<file path="config.mk">
export PLATFORM = sky130hd
export DESIGN_NAME = mem_arbiter
export DESIGN_NICKNAME = d
export VERILOG_FILES = /design/src/rtl/mem_arbiter.sv
export SDC_FILE = /design/constraint.sdc
export NUM_CORES = 1
export LEC_CHECK = 0
export ABC_CLOCK_PERIOD_IN_PS = 2200
export CORE_MARGIN = 8
export CORE_UTILIZATION = 32
export CTS_CLUSTER_DIAMETER = 200
export DETAILED_ROUTE_END_ITERATION = 8
export PLACE_DENSITY = 0.68
export SLEW_MARGIN = 20
export SYNTH_ARGS = -nofsm -noshare
export SYNTH_HDL_FRONTEND = slang
export SYNTH_SLANG_ARGS = --single-unit
</file>
<file path="constraint.sdc">
create_clock -name clk -period 2.2 [get_ports clk]
set_input_delay 0.33 -clock clk [delete_from_list [all_inputs] [get_ports clk]]
set_output_delay 0.33 -clock clk [all_outputs]
set_load 0.01 [all_outputs]
</file>
<file path="src/rtl/mem_arbiter.sv">
// Two-port (instruction fetch / data) arbiter in front of a single-outstanding backing memory.
// Data requests have priority; a streak counter forces a fetch after MAX_DSTREAK data grants.
module mem_arbiter #(
  parameter int TIMEOUT     = 64,
  parameter int MAX_DSTREAK = 4
) (
  input  logic        clk,
  input  logic        reset,
  input  logic        in_if_req,
  input  logic [31:0] in_if_addr,
  output logic        out_if_ready,
  output logic [31:0] out_if_data,
  input  logic        in_d_req,
  input  logic        in_d_write,
  input  logic [31:0] in_d_addr,
  input  logic [31:0] in_d_data,
  output logic        out_d_ready,
  output logic [31:0] out_d_data,
  output logic        out_mem_req,
  output logic        out_mem_write,
  output logic [31:0] out_mem_addr,
  output logic [31:0] out_mem_data,
  input  logic        in_mem_valid,
  input  logic [31:0] in_mem_data,
  output logic        out_busy,
  output logic        out_err
);

  localparam logic [7:0] TIMEOUT_C = 8'(TIMEOUT);
  localparam logic [3:0] STREAK_C  = 4'(MAX_DSTREAK);

  typedef enum logic [2:0] {
    IDLE,
    WAIT_I,
    WAIT_D,
    RESP_I,
    RESP_D
  } state_t;

  state_t      state, next_state;
  logic [7:0]  cycle_cnt;
  logic [3:0]  streak;
  logic        grant_i, grant_d;
  logic        mem_done, mem_timeout, stray;
  logic [31:0] resp_word;

  // NOTE: every output of this block gets a default first, so no path leaves one unassigned and no latch is inferred.
  always_comb begin
    next_state  = state;
    grant_i     = 1'b0;
    grant_d     = 1'b0;
    mem_done    = 1'b0;
    mem_timeout = 1'b0;
    stray       = 1'b0;
    case (state)
      IDLE: begin
        stray = in_mem_valid;
        if (in_d_req && !(in_if_req && streak == STREAK_C)) begin
          grant_d    = 1'b1;
          next_state = WAIT_D;
        end else if (in_if_req) begin
          grant_i    = 1'b1;
          next_state = WAIT_I;
        end
      end
      WAIT_I, WAIT_D: begin
        // A completion in the issue cycle itself cannot be a real response.
        if (in_mem_valid && out_mem_req) begin
          stray = 1'b1;
        end else if (in_mem_valid) begin
          mem_done = 1'b1;
        end else if (cycle_cnt == TIMEOUT_C) begin
          mem_timeout = 1'b1;
        end
        if (mem_done || mem_timeout) begin
          next_state = (state == WAIT_I) ? RESP_I : RESP_D;
        end
      end
      RESP_I, RESP_D: begin
        stray      = in_mem_valid;
        next_state = IDLE;
      end
      default: next_state = IDLE;
    endcase
  end

  assign resp_word = mem_done ? in_mem_data : 32'h0000_0000;

  // NOTE: sequential state uses non-blocking assignments only, so every register sees pre-edge values.
  always_ff @(posedge clk) begin
    if (reset) begin
      state         <= IDLE;
      cycle_cnt     <= '0;
      streak        <= '0;
      out_if_ready  <= 1'b0;
      out_if_data   <= '0;
      out_d_ready   <= 1'b0;
      out_d_data    <= '0;
      out_mem_req   <= 1'b0;
      out_mem_write <= 1'b0;
      out_mem_addr  <= '0;
      out_mem_data  <= '0;
      out_busy      <= 1'b0;
      out_err       <= 1'b0;
    end else begin
      state        <= next_state;
      out_if_ready <= (next_state == RESP_I);
      out_d_ready  <= (next_state == RESP_D);
      out_busy     <= (next_state != IDLE);
      out_mem_req  <= grant_i || grant_d;

      if (stray || mem_timeout) begin
        out_err <= 1'b1;
      end

      if (grant_d) begin
        out_mem_addr  <= in_d_addr;
        out_mem_data  <= in_d_data;
        out_mem_write <= in_d_write;
        if (!in_if_req) begin
          streak <= '0;
        end else if (streak != STREAK_C) begin
          streak <= streak + 4'd1;
        end
      end else if (grant_i) begin
        out_mem_addr  <= in_if_addr;
        out_mem_data  <= '0;
        out_mem_write <= 1'b0;
        streak        <= '0;
      end

      if (grant_i || grant_d) begin
        cycle_cnt <= 8'd1;
      end else if (next_state == WAIT_I || next_state == WAIT_D) begin
        cycle_cnt <= cycle_cnt + 8'd1;
      end else begin
        cycle_cnt <= '0;
      end

      if (mem_done || mem_timeout) begin
        if (state == WAIT_I) begin
          out_if_data <= resp_word;
        end else if (!out_mem_write) begin
          out_d_data <= resp_word;
        end
      end
    end
  end

endmodule
</file>
## Word level (Yosys, flattened, before mapping)

Cells that the tools add are included.

| cells by class | value |
|---|---|
| reduce and logical (&&, ||, !) cells | 18 |
| add/subtract/negate cells | 2 |
| muxes and demuxes | 34 |
| eq/ne operators | 12 |
| bitwise gates (word level) | 3 |

Operators by type and width:

| operator | number |
|---|---|
| $mux W32 | 5 |
| $mux W1 | 19 |
| $mux W4 | 4 |
| $eq A3 B2 Y1 const B | 4 |
| $mux W3 | 4 |
| $add A8 B1 Y8 const B | 1 |
| $eq A8 B7 Y1 const B | 1 |
| $eq A3 B1 Y1 const B | 2 |
| $eq A3 B3 Y1 const B | 2 |
| $pmux W3 S2 | 1 |
| $reduce_or A3 Y1 | 2 |
| $logic_or A1 B1 Y1 | 5 |
| $add A4 B1 Y4 const B | 1 |
| $eq A4 B3 Y1 const B | 1 |
| $ne A4 B3 Y1 const B | 1 |
| $reduce_and A2 Y1 | 2 |
| $logic_and A1 B1 Y1 | 3 |
| $logic_not A3 Y1 | 1 |
| $ne A3 B2 Y1 const B | 1 |
| $not A1 Y1 | 3 |
| $reduce_and A3 Y1 | 1 |
| $reduce_bool A3 Y1 | 1 |
| $pmux W1 S2 | 1 |
| $reduce_bool A2 Y1 | 1 |
| 2 further kinds | 2 |

| word-level totals | value |
|---|---|
| register bits after elaboration | 149 |

## Longest topological paths before layout

Gate-level depths: netlist of run 1.

| depth | value |
|---|---|
| depth after elaboration | 12 |
| depth in mapped cells | 8 |
| mapped depth without buffers | 6 |

## Worst setup path after synthesis of run 1

OpenSTA, ideal clock, no wires.

| timing path | value |
|---|---|
| kind | register to register |
| from | reg cycle_cnt[0] |
| to | reg out_d_data[10] |
| clock period less this slack | 1.895 ns |
| setup time | 0.118 ns |
| setup slack | 0.305 ns |
| buffers on the path | 2 |
| cell stages (with the launch flop) | 9 |
| data arrival time | 1.777 ns |
| cells stage by stage | dfxtp_1 inv_1 ha_1 nor4b_2 a21oi_2 or4_1 buf_6 buf_12 mux2i_1 |

| between the ends | value |
|---|---|
| word-level cells in the longest chain between the ends | 8 |

Ends and longest elaborated chain:

| element | line | text |
|---|---|---|
| from (decl) | 41 | `logic [7:0] cycle_cnt;` |
| from (signal assigned) | 135 | `cycle_cnt <= cycle_cnt + 8'd1;` |
| $eq A8 B7 Y1 | 72 | `end else if (cycle_cnt == TIMEOUT_C) begin` |
| $mux W1 | 72 |  |
| $mux W1 | 70 | `end else if (in_mem_valid) begin` |
| $mux W1 | 68 | `if (in_mem_valid && out_mem_req) begin` |
| $mux W1 (2 in series) | 55 | `case (state)` |
| $logic_or A1 B1 Y1 | 140 | `if (mem_done \|\| mem_timeout) begin` |
| $reduce_and A3 Y1 (no source line) | -- |  |
| to (signal assigned) | 144 | `out_d_data <= resp_word;` |
| to (decl) | 18 | `output logic [31:0] out_d_data,` |

No other way between the ends. The select of a mux whose other input is x is not followed.
A chain may end at the register's enable or synchronous reset.

## Worst setup path after layout of run 1

| timing path | value |
|---|---|
| from | reg cycle_cnt[1] |
| to | reg out_d_data[23] |

Same word-level chain as after synthesis.

==> results.yml, run 1 <==
run_status:
  result_of_the_run: "finished, final reports clean"
logic_synthesis:
  postSynth.topFlopCell: "sky130_fd_sc_hd__dfxtp_1"
  netlist_instances: 610
  yosysWarningCount: 0
  portion_of_netlist_area_occupied_by_mux_cells_pct: 5.67
  synthesized_area_fraction_occupied_by_and_or_nand_nor_cells_pct: 18.0
  synth_top_family_by_area: "simple AND/OR/NAND/NOR gates"
  ys_seq_elements: 149
  post_synth.cell_area_avg_um2: 9.27
  post_synth_xor_area_fraction_pct: 0.930
  synth_enable_flop_cells: 0
  netlist_area_mm2: 0.00565
  synth_adder_area_share_pct: 0.886
  synth-compound-area-share_pct: 16.9
  synthArstFlopShare_pct: 0
  synth_seq_area_share_pct: 52.8
  unique_cell_type_count_in_the_yosys_netlist: 39
  synthesis.nets: 748
clocking:
  postCtsSetupRepairBufs: 0
  post_cts_hold_buffer_count: 0
  cts_repair_resize_count: 0
  cts.clk_slew.worst_paths_ns: 0.06
  htree_num_levels: 4
  tritoncts_clock_tree: "done"
  cts_inserted_buffers: 17
  clock_latency_ns: 0.42
  max-clock-path-buffers: 2
  root_buffer: "sky130_fd_sc_hd__clkbuf_16"
  clock_sink_count: 149
detailed_routing:
  drtAntennaViolNets: 0
  route.detailed.vias_per_inst: 4.79
  routed_wl_mm: 18.4
  routed-via-count: 5282
  dr.pass1.iters: 4
  routedWlPerCell_um: 16.7
  drc: 0
  dr.first_iter.drc_count: 211
worst_setup_path:
  cp_data_required_time_ns: 2.49
  startpoint_type: "flip-flop"
  cp.arrival_ns: 2.36
  critical_path.max_fanout: 32
  criticalPathCategory: "flip-flop to flip-flop"
  cp-end-kind: "flip-flop"
power:
  swShare_pct: 25.9
  power.internal_uw: 5450
  powerDensity_mw_per_mm2: 798
  worst_ir_drop_vdd_mv: 0.527
  power.leakage_uw: 0.00361
  p_clk_share_pct: 41.5
  p_comb_share_pct: 18.3
  switching_power_uw: 1910
  pwr-share-seq_pct: 40.2
  power_uw: 7360
min_path:
  worstHoldPathType: "primary input to flip-flop"
sta:
  setup_ws_post_layout_ns: 0.134
  setup_violations: 0
  slew_headroom_pct: 47.5
  max_freq_mhz: 484
  clock_skew_ns: 0.0104
  slew_violations: 0
  post-route-min-period_ns: 2.07
  transition_at_the_pin_with_the_smallest_max_transition_slack_ns: 0.788
  finalHoldViolCount: 0
  period_share_pct: 93.9
  grt_setup_unrepaired: "no"
place:
  detailedPlacementHpwl_mm: 13.4
  place_ws_ns: -0.190
  portBuffers: 267
  gpl.final_weighted_congestion: 0.752
final_layout:
  areaGrowthSynthToFinish_pct: 63.2
  final.fill_count: 1604
  fin_nets: 1002
  drive_gt1_share_pct: 6.96
floorplanning:
  dieArea_mm2: 0.0222
  core_area_mm2: 0.0173
  die_y_um: 149
  ports_placed_on_the_boundary: 268
  num_rows: 48
  fp.dieW_um: 149
  start_util_pct: 32.7
global_routing:
  grt.total_usage_pct: 16.6
  grt_remaining_overflow: 0
  wire_length_of_the_first_global_routing_pass_mm: 29.3
  grt_max_degree: 72
  grt_antenna_before_repair: 0
  grt_pass1_vias: 5377
job:
  drv.max_cap_violation_count: 0
[area by class of cell]
class	count	area [µm²]	area share (%)
antenna	1	2.50	0.0271
clock buffer	19	453	4.91
clock inverter	12	166	1.80
inverter	5	18.8	0.203
multi-input combinational	406	2410	26.1
sequential	149	2980	32.3
tap	225	282	3.05
timing repair buffer	285	2920	31.6
[power by group through the flow]
stage	Clock, µW	Sequential (µW)	Combinational, µW
finish	3060	2960	1350
detailed placement	0	3020	1360
CTS	3130	2960	1370
floorplan	0	3080	522
global route	3250	2980	1470
global placement	0	3020	1360
[flip-flops by register name (all words and copies together) (netlist names)]
name,cells
out_d_data,32
out_d_ready,1
out_mem_addr,32
out_err,1
out_if_data,32
state,3
out_mem_data,32
out_mem_write,1
out_mem_req,1
out_busy,1
cycle_cnt,8
out_if_ready,1
streak,4
[synth_stat cells, types with 2 or more instances]
cell / instances / area share (%)
sky130_fd_sc_hd__dfxtp_1: 149 / 53
sky130_fd_sc_hd__nand2_1: 133 / 8.8
sky130_fd_sc_hd__nor2_1: 78 / 5.2
sky130_fd_sc_hd__a22oi_1: 33 / 4.4
sky130_fd_sc_hd__clkbuf_1: 33 / 2.2
sky130_fd_sc_hd__a22o_1: 32 / 5.0
sky130_fd_sc_hd__a311oi_1: 32 / 5.0
sky130_fd_sc_hd__mux2i_1: 32 / 5.7
sky130_fd_sc_hd__buf_2: 11 / 0.97
sky130_fd_sc_hd__a21oi_1: 10 / 0.89
sky130_fd_sc_hd__nand3_1: 8 / 0.71
sky130_fd_sc_hd__inv_1: 5 / 0.33
sky130_fd_sc_hd__o21ai_0: 5 / 0.44
sky130_fd_sc_hd__xor2_1: 5 / 0.77
sky130_fd_sc_hd__and3_1: 4 / 0.44
sky130_fd_sc_hd__ha_1: 4 / 0.89
sky130_fd_sc_hd__nor3_1: 4 / 0.35
sky130_fd_sc_hd__buf_12: 3 / 1.1
sky130_fd_sc_hd__nand2b_1: 3 / 0.33
sky130_fd_sc_hd__nand4b_1: 3 / 0.46
sky130_fd_sc_hd__nor2b_1: 3 / 0.33
sky130_fd_sc_hd__a31oi_1: 2 / 0.22
sky130_fd_sc_hd__buf_1: 2 / 0.13
[worst paths after layout]
path,depth (start not counted),endpoint,slack [ns],startpoint
max,7,out_d_data[23],0.13,cycle_cnt[1]
min reg2reg,2,out_d_data[27],0.46,out_d_data[27]
max reg2reg,7,out_d_data[23],0.13,cycle_cnt[1]
min,3,state[1],0.33,reset
[cell families after synthesis]
logic type | Yosys count
mux | 32
xor+xnor | 6
flops | 149
buf+inv | 55
fa+ha+maj | 4
simple gates | 243
compound gates | 121
[cells in the final DEF (no fill, tap or decap), drive strengths merged, types with 2 or more instances in the layout]
cell type	synthesis	layout
clkbuf	33	19
a21oi	11	11
mux2i	32	32
nor3	4	4
nand2	133	133
nand4b	3	3
dfxtp	149	149
o21ai	5	5
nor2b	3	3
and3	4	4
bufinv	0	3
buf	17	19
a311oi	32	32
clkinvlp	0	2
xor2	5	5
a22oi	33	33
clkdlybuf4s50	0	266
nor2	78	78
nand3	8	8
nor4b	2	2
clkinv	0	2
inv	5	10
a22o	32	32
ha	4	4
nand2b	3	3
a31oi	2	2
[metal layers]
layer	GRT usage, %	up-vias	share of wire [%]
met5	0	-	0
met2	26.6	213	46
li1	-	2649	-
met1	18.9	2409	42
met4	5.40	0	1.3
met3	8.16	11	11
[metrics by stage]
step,util [%],hold slack (ns),instances,setup TNS (ns),cell area [µm²]
after CTS,53.3,0.310,1101,0,9220
after global routing,53.3,0.359,1101,0,9220
final,53.3,0.334,1102,0,9230
after detailed placement,49.7,0.450,1070,-5.72,8600
after global placement,49.7,0.443,1070,-4.81,8600
after floorplan,-,0.463,610,0,5650
[critical path, cell delays in order, from the launching register on]
cell                      delay [ns]
sky130_fd_sc_hd__dfxtp_1        0.35
sky130_fd_sc_hd__inv_1          0.07
sky130_fd_sc_hd__ha_1           0.13
sky130_fd_sc_hd__nor4b_2        0.26
sky130_fd_sc_hd__a21oi_2        0.10
sky130_fd_sc_hd__or4_2          0.65
sky130_fd_sc_hd__buf_12         0.22
sky130_fd_sc_hd__mux2i_1        0.14
Power figures use the tool's default switching activity.
==> run 2: changes to the inputs <==
--- a/config.mk
+++ b/config.mk
@@ -8,9 +8,11 @@
 export ABC_CLOCK_PERIOD_IN_PS = 2200
 export CORE_MARGIN = 8
 export CORE_UTILIZATION = 32
-export CTS_CLUSTER_DIAMETER = 200
+export CTS_CLUSTER_DIAMETER = 80
 export DETAILED_ROUTE_END_ITERATION = 8
-export PLACE_DENSITY = 0.68
+export DONT_BUFFER_PORTS = 1
+export GPL_TIMING_DRIVEN = 0
+export PLACE_DENSITY = 0.49
 export SLEW_MARGIN = 20
 export SYNTH_ARGS = -nofsm -noshare
 export SYNTH_HDL_FRONTEND = slang
==> results.yml, run 2 (synthesized netlist as in run 1, its figures left out) <==
run_status:
  result_of_the_run: "finished, final reports clean"
place:
  portBuffers: 0
  detailedPlacementHpwl_mm: 13.7
  place_ws_ns: -0.108
  gpl.final_weighted_congestion: 0.773
worst_setup_path:
  cp.arrival_ns: 2.40
  cp-end-kind: "flip-flop"
  critical_path.max_fanout: 10
  cp_data_required_time_ns: 2.53
  setup.reg_to_reg.worst_slack_ns: 0.13
  criticalPathCategory: "flip-flop to flip-flop"
  reg2reg_depth: 8
  startpoint_type: "flip-flop"
  critical_path.reg2reg.startpoint: "cycle_cnt[0]"
  r2r_end: "out_d_data[30]"
job:
  drv.max_cap_violation_count: 0
sta:
  setup_violations: 0
  clock_skew_ns: 0.00842
  period_share_pct: 94.3
  final.setup.tns_ns: 0
  whs_ns: 0.0511
  post-route-min-period_ns: 2.07
  finalHoldViolCount: 0
  transition_at_the_pin_with_the_smallest_max_transition_slack_ns: 0.614
  slew_violations: 0
  setup_ws_post_layout_ns: 0.125
  slew_headroom_pct: 59.1
  max_freq_mhz: 482
global_routing:
  grt_max_degree: 17
  grt_antenna_before_repair: 0
  wire_length_of_the_first_global_routing_pass_mm: 26.4
  grt_remaining_overflow: 0
  grt_pass1_vias: 4511
  grt.total_usage_pct: 15.0
min_path:
  worstHoldStart: "in_mem_data[17]"
  worstHoldPathType: "primary input to flip-flop"
  worst_hold_path.num_cells: 1
  whs_endpoint: "out_if_data[17]"
detailed_routing:
  route.detailed.vias_per_inst: 5.22
  drc: 0
  drtAntennaViolNets: 0
  routed_wl_mm: 17.4
  dr.pass1.iters: 4
  dr.first_iter.drc_count: 153
  routed-via-count: 4530
  routedWlPerCell_um: 20.0
power:
  powerDensity_mw_per_mm2: 1030
  power_uw: 6780
  power.leakage_uw: 0.00266
  worst_ir_drop_vdd_mv: 0.525
clocking:
  clock_latency_ns: 0.41
  clock_sink_count: 149
  root_buffer: "sky130_fd_sc_hd__clkbuf_16"
  tritoncts_clock_tree: "done"
  cts_inserted_buffers: 17
  htree_num_levels: 4
  max-clock-path-buffers: 2
  cts.clk_slew.worst_paths_ns: 0.06
  post_cts_hold_buffer_count: 0
floorplanning:
  start_util_pct: 32.7
  ports_placed_on_the_boundary: 268
  num_rows: 48
  fp.dieW_um: 149
  dieArea_mm2: 0.0222
  die_y_um: 149
  core_area_mm2: 0.0173
final_layout:
  final_util_pct: 38.1
  layout.cells.most_common_list: "sky130_fd_sc_hd__dfxtp_1 (149), sky130_fd_sc_hd__nand2_1 (133), sky130_fd_sc_hd__nor2_1 (78)"
  areaGrowthSynthToFinish_pct: 16.6
  drive_gt1_share_pct: 9.50
  diodes: 0
  fin_nets: 768
  layout_commonest_cell: "sky130_fd_sc_hd__dfxtp_1"
  final.fill_count: 1764
run 2: report_power, final:
part | leakage (µW) | internal, µW | switching (µW) | total (µW)
clock network | 0.000297 | 1840 | 1180 | 3020
logic | 0.00115 | 251 | 421 | 673
registers | 0.00122 | 2870 | 222 | 3090
run 2: per-stage QoR:
stage          instance area, µm²  std cells
2_1_floorplan                5650        610
3_3_place_gp                 5930        835
3_5_place_dp                 5930        835
4_1_cts                      6550        866
5_1_grt                      6590        867
6_report                     6590        867
run 2: area by class of cell:
class                      count  area (µm²)  area share, %
clock buffer                  19         443           6.72
sequential                   149        2980           45.3
buffer                        50         268           4.06
timing repair buffer           1        7.51          0.114
inverter                       5        18.8          0.285
multi-input combinational    406        2420           36.7
clock inverter                12         170           2.58
tap                          225         282           4.27
run 2: worst max-delay path, stage by stage (launching register included):
cell	delay, ns
sky130_fd_sc_hd__dfxtp_1	0.36
sky130_fd_sc_hd__inv_1	0.07
sky130_fd_sc_hd__ha_1	0.13
sky130_fd_sc_hd__nor4b_4	0.26
sky130_fd_sc_hd__a21oi_4	0.14
sky130_fd_sc_hd__or4_1	0.53
sky130_fd_sc_hd__buf_6	0.17
sky130_fd_sc_hd__buf_12	0.15
sky130_fd_sc_hd__mux2i_1	0.17
run 2: worst max-delay path by stage:
| stage | slack, ns | endpoint | startpoint |
|---|---|---|---|
| after CTS | 0.01 | out_d_data[30] | out_mem_req |
| after detailed placement | -0.11 | out_d_data[30] | out_mem_req |
| after global placement | -0.07 | out_d_data[27] | out_mem_req |
| final | 0.13 | out_d_data[30] | cycle_cnt[0] |
| after floorplan | 0.30 | out_d_data[10] | cycle_cnt[0] |
| after global routing | -0.01 | out_d_data[30] | cycle_cnt[0] |
run 2: metal layers:
metal | track usage (%) | up-vias | wire length, µm
met5 | 0 | - | 0
met4 | 4.24 | 0 | 162
met3 | 11.0 | 12 | 2880
met2 | 23.3 | 232 | 7730
met1 | 15.9 | 2112 | 6580
li1 | - | 2174 | -
run 2: timing repair:
action / 4_1_cts / 5_1_grt
resized for setup: 3 / 14
setup endpoints to repair: 28 / 82
setup buffers: 0 / 1
==> run 3: changes to the inputs <==
--- a/config.mk
+++ b/config.mk
@@ -7,12 +7,12 @@
 export LEC_CHECK = 0
 export ABC_CLOCK_PERIOD_IN_PS = 2200
 export CORE_MARGIN = 8
-export CORE_UTILIZATION = 32
+export CORE_UTILIZATION = 45
 export CTS_CLUSTER_DIAMETER = 80
 export DETAILED_ROUTE_END_ITERATION = 8
 export DONT_BUFFER_PORTS = 1
 export GPL_TIMING_DRIVEN = 0
-export PLACE_DENSITY = 0.49
+export PLACE_DENSITY = 0.63
 export SLEW_MARGIN = 20
 export SYNTH_ARGS = -nofsm -noshare
 export SYNTH_HDL_FRONTEND = slang
==> results.yml, run 3 (synthesized netlist as in run 1, its figures left out) <==
run_status:
  result_of_the_run: "finished, final reports clean"
detailed_routing:
  dr.first_iter.drc_count: 273
  routed_wl_mm: 16.2
  routedWlPerCell_um: 19.9
  route.detailed.vias_per_inst: 5.57
  dr.pass1.iters: 4
  routed-via-count: 4539
  drtAntennaViolNets: 0
  drc: 0
worst_setup_path:
  setup.reg_to_reg.worst_slack_ns: 0.16
  critical_path.max_fanout: 10
  startpoint_type: "flip-flop"
  r2r_end: "out_d_data[18]"
  cp-end-kind: "flip-flop"
  cp.arrival_ns: 2.38
  cp_data_required_time_ns: 2.54
  criticalPathCategory: "flip-flop to flip-flop"
  critical_path.reg2reg.startpoint: "cycle_cnt[0]"
  reg2reg_depth: 8
sta:
  whs_ns: 0.0424
  max_freq_mhz: 489
  setup_violations: 0
  post-route-min-period_ns: 2.04
  grt_setup_unrepaired: "no"
  period_share_pct: 92.9
  clock_skew_ns: 0.00602
  finalHoldViolCount: 0
  final.setup.tns_ns: 0
  slew_headroom_pct: 62.6
  slew_violations: 0
  transition_at_the_pin_with_the_smallest_max_transition_slack_ns: 0.561
place:
  gpl.final_weighted_congestion: 0.785
  dp_cells: 782
  placement_stage_cell_area_mm2: 0.00587
  portBuffers: 0
  detailedPlacementHpwl_mm: 12.6
power:
  power.leakage_uw: 0.00263
  worst_ir_drop_vdd_mv: 0.459
  powerDensity_mw_per_mm2: 1010
floorplanning:
  fp.dieW_um: 128
  start_util_pct: 45.3
  dieArea_mm2: 0.0164
  core_area_mm2: 0.0125
  die_y_um: 128
  ports_placed_on_the_boundary: 268
  num_rows: 41
final_layout:
  diodes: 0
  areaGrowthSynthToFinish_pct: 14.4
  drive_gt1_share_pct: 9.49
  layout.cells.most_common_list: "sky130_fd_sc_hd__dfxtp_1 (149), sky130_fd_sc_hd__nand2_1 (133), sky130_fd_sc_hd__nor2_1 (78)"
  postLayoutCellArea_mm2: 0.00647
  instances_no_fill: 815
  final_util_pct: 51.9
  fin_nets: 768
  layout_commonest_cell: "sky130_fd_sc_hd__dfxtp_1"
clocking:
  clock_latency_ns: 0.42
  root_buffer: "sky130_fd_sc_hd__clkbuf_16"
  max-clock-path-buffers: 2
  tritoncts_clock_tree: "done"
  cts.clk_slew.worst_paths_ns: 0.06
  htree_num_levels: 4
  clock_sink_count: 149
  cts_inserted_buffers: 17
min_path:
  worstHoldPathType: "primary input to flip-flop"
  whs_endpoint: "out_if_data[15]"
  worstHoldStart: "in_mem_data[15]"
  worst_hold_path.num_cells: 1
job:
  drv.max_cap_violation_count: 0
global_routing:
  grt_max_degree: 17
  grt_pass1_vias: 4661
  grt.total_usage_pct: 19.6
  grt_remaining_overflow: 0
  grt_antenna_before_repair: 0
  wire_length_of_the_first_global_routing_pass_mm: 25.2
[run 3: changes by cell type in the layout (fill, tap and decap cells not counted), sizes merged]
cell	before	now
bufinv	3	1
inv	10	9
clkinvlp	1	4
clkinv	3	4
[run 3: layer usage]
| metal | vias up | part of all wire [%] | routed length (µm) | global-route usage, % |
|---|---|---|---|---|
| li1 | 2176 | - | - | - |
| met1 | 2143 | 37 | 6090 | 19.8 |
| met2 | 199 | 48 | 7760 | 32.5 |
| met3 | 21 | 13 | 2170 | 12.1 |
| met4 | 0 | 1.4 | 225 | 6.64 |
| met5 | - | 0 | 0 | 0 |
[run 3: per-stage QoR]
step	total power [µW]	setup slack (ns)
after floorplan	3610	0.305
after detailed placement	3800	-0.0153
after global placement	3770	0.00618
final	6500	0.156
after CTS	6560	0.00397
after global routing	6830	0.0154
[run 3: what timing repair did]
item / 4_1_cts / 5_1_grt
setup endpoints to repair: 19 / 124
buffers inserted: 0 / 1
gates cloned: 0 / 0
hold endpoints to repair: 0 / 0
hold buffers: 0 / 0
gates resized for setup: 3 / 13
[run 3: worst max-delay path by stage]
stage	cells past startpoint	to	slack, ns	startpoint
2_1_floorplan	8	out_d_data[10]	0.30	cycle_cnt[0]
3_3_place_gp	5	out_d_data[23]	0.006	out_mem_req
3_5_place_dp	7	out_if_data[25]	-0.02	cycle_cnt[0]
4_1_cts	7	out_if_data[6]	0.004	cycle_cnt[0]
5_1_grt	8	out_d_data[5]	0.02	cycle_cnt[0]
6_report	8	out_d_data[18]	0.16	cycle_cnt[0]
[run 3: worst max-delay path: stages, from the launching register on]
cell,delay (ns)
sky130_fd_sc_hd__dfxtp_1,0.36
sky130_fd_sc_hd__inv_1,0.07
sky130_fd_sc_hd__ha_1,0.14
sky130_fd_sc_hd__nor4b_4,0.24
sky130_fd_sc_hd__a21oi_2,0.16
sky130_fd_sc_hd__or4_1,0.51
sky130_fd_sc_hd__buf_6,0.17
sky130_fd_sc_hd__buf_12,0.15
sky130_fd_sc_hd__mux2i_1,0.16
[run 3: layout make-up]
cell class              instances  area (µm²)
fillers                      1183        6000
flip-flops and latches        149        2980
multi-input cells             406        2420
clock buffers                  19         433
plain buffers                  50         268
well taps                     172         215
clock inverters                13         126
inverters                       5        18.8
repair buffers                  1        7.51
[run 3: power breakdown]
part / total (µW) / internal, µW / switching, µW
combinational: 668 / 252 / 416
clock: 2750 / 1570 / 1180
sequential: 3080 / 2870 / 215
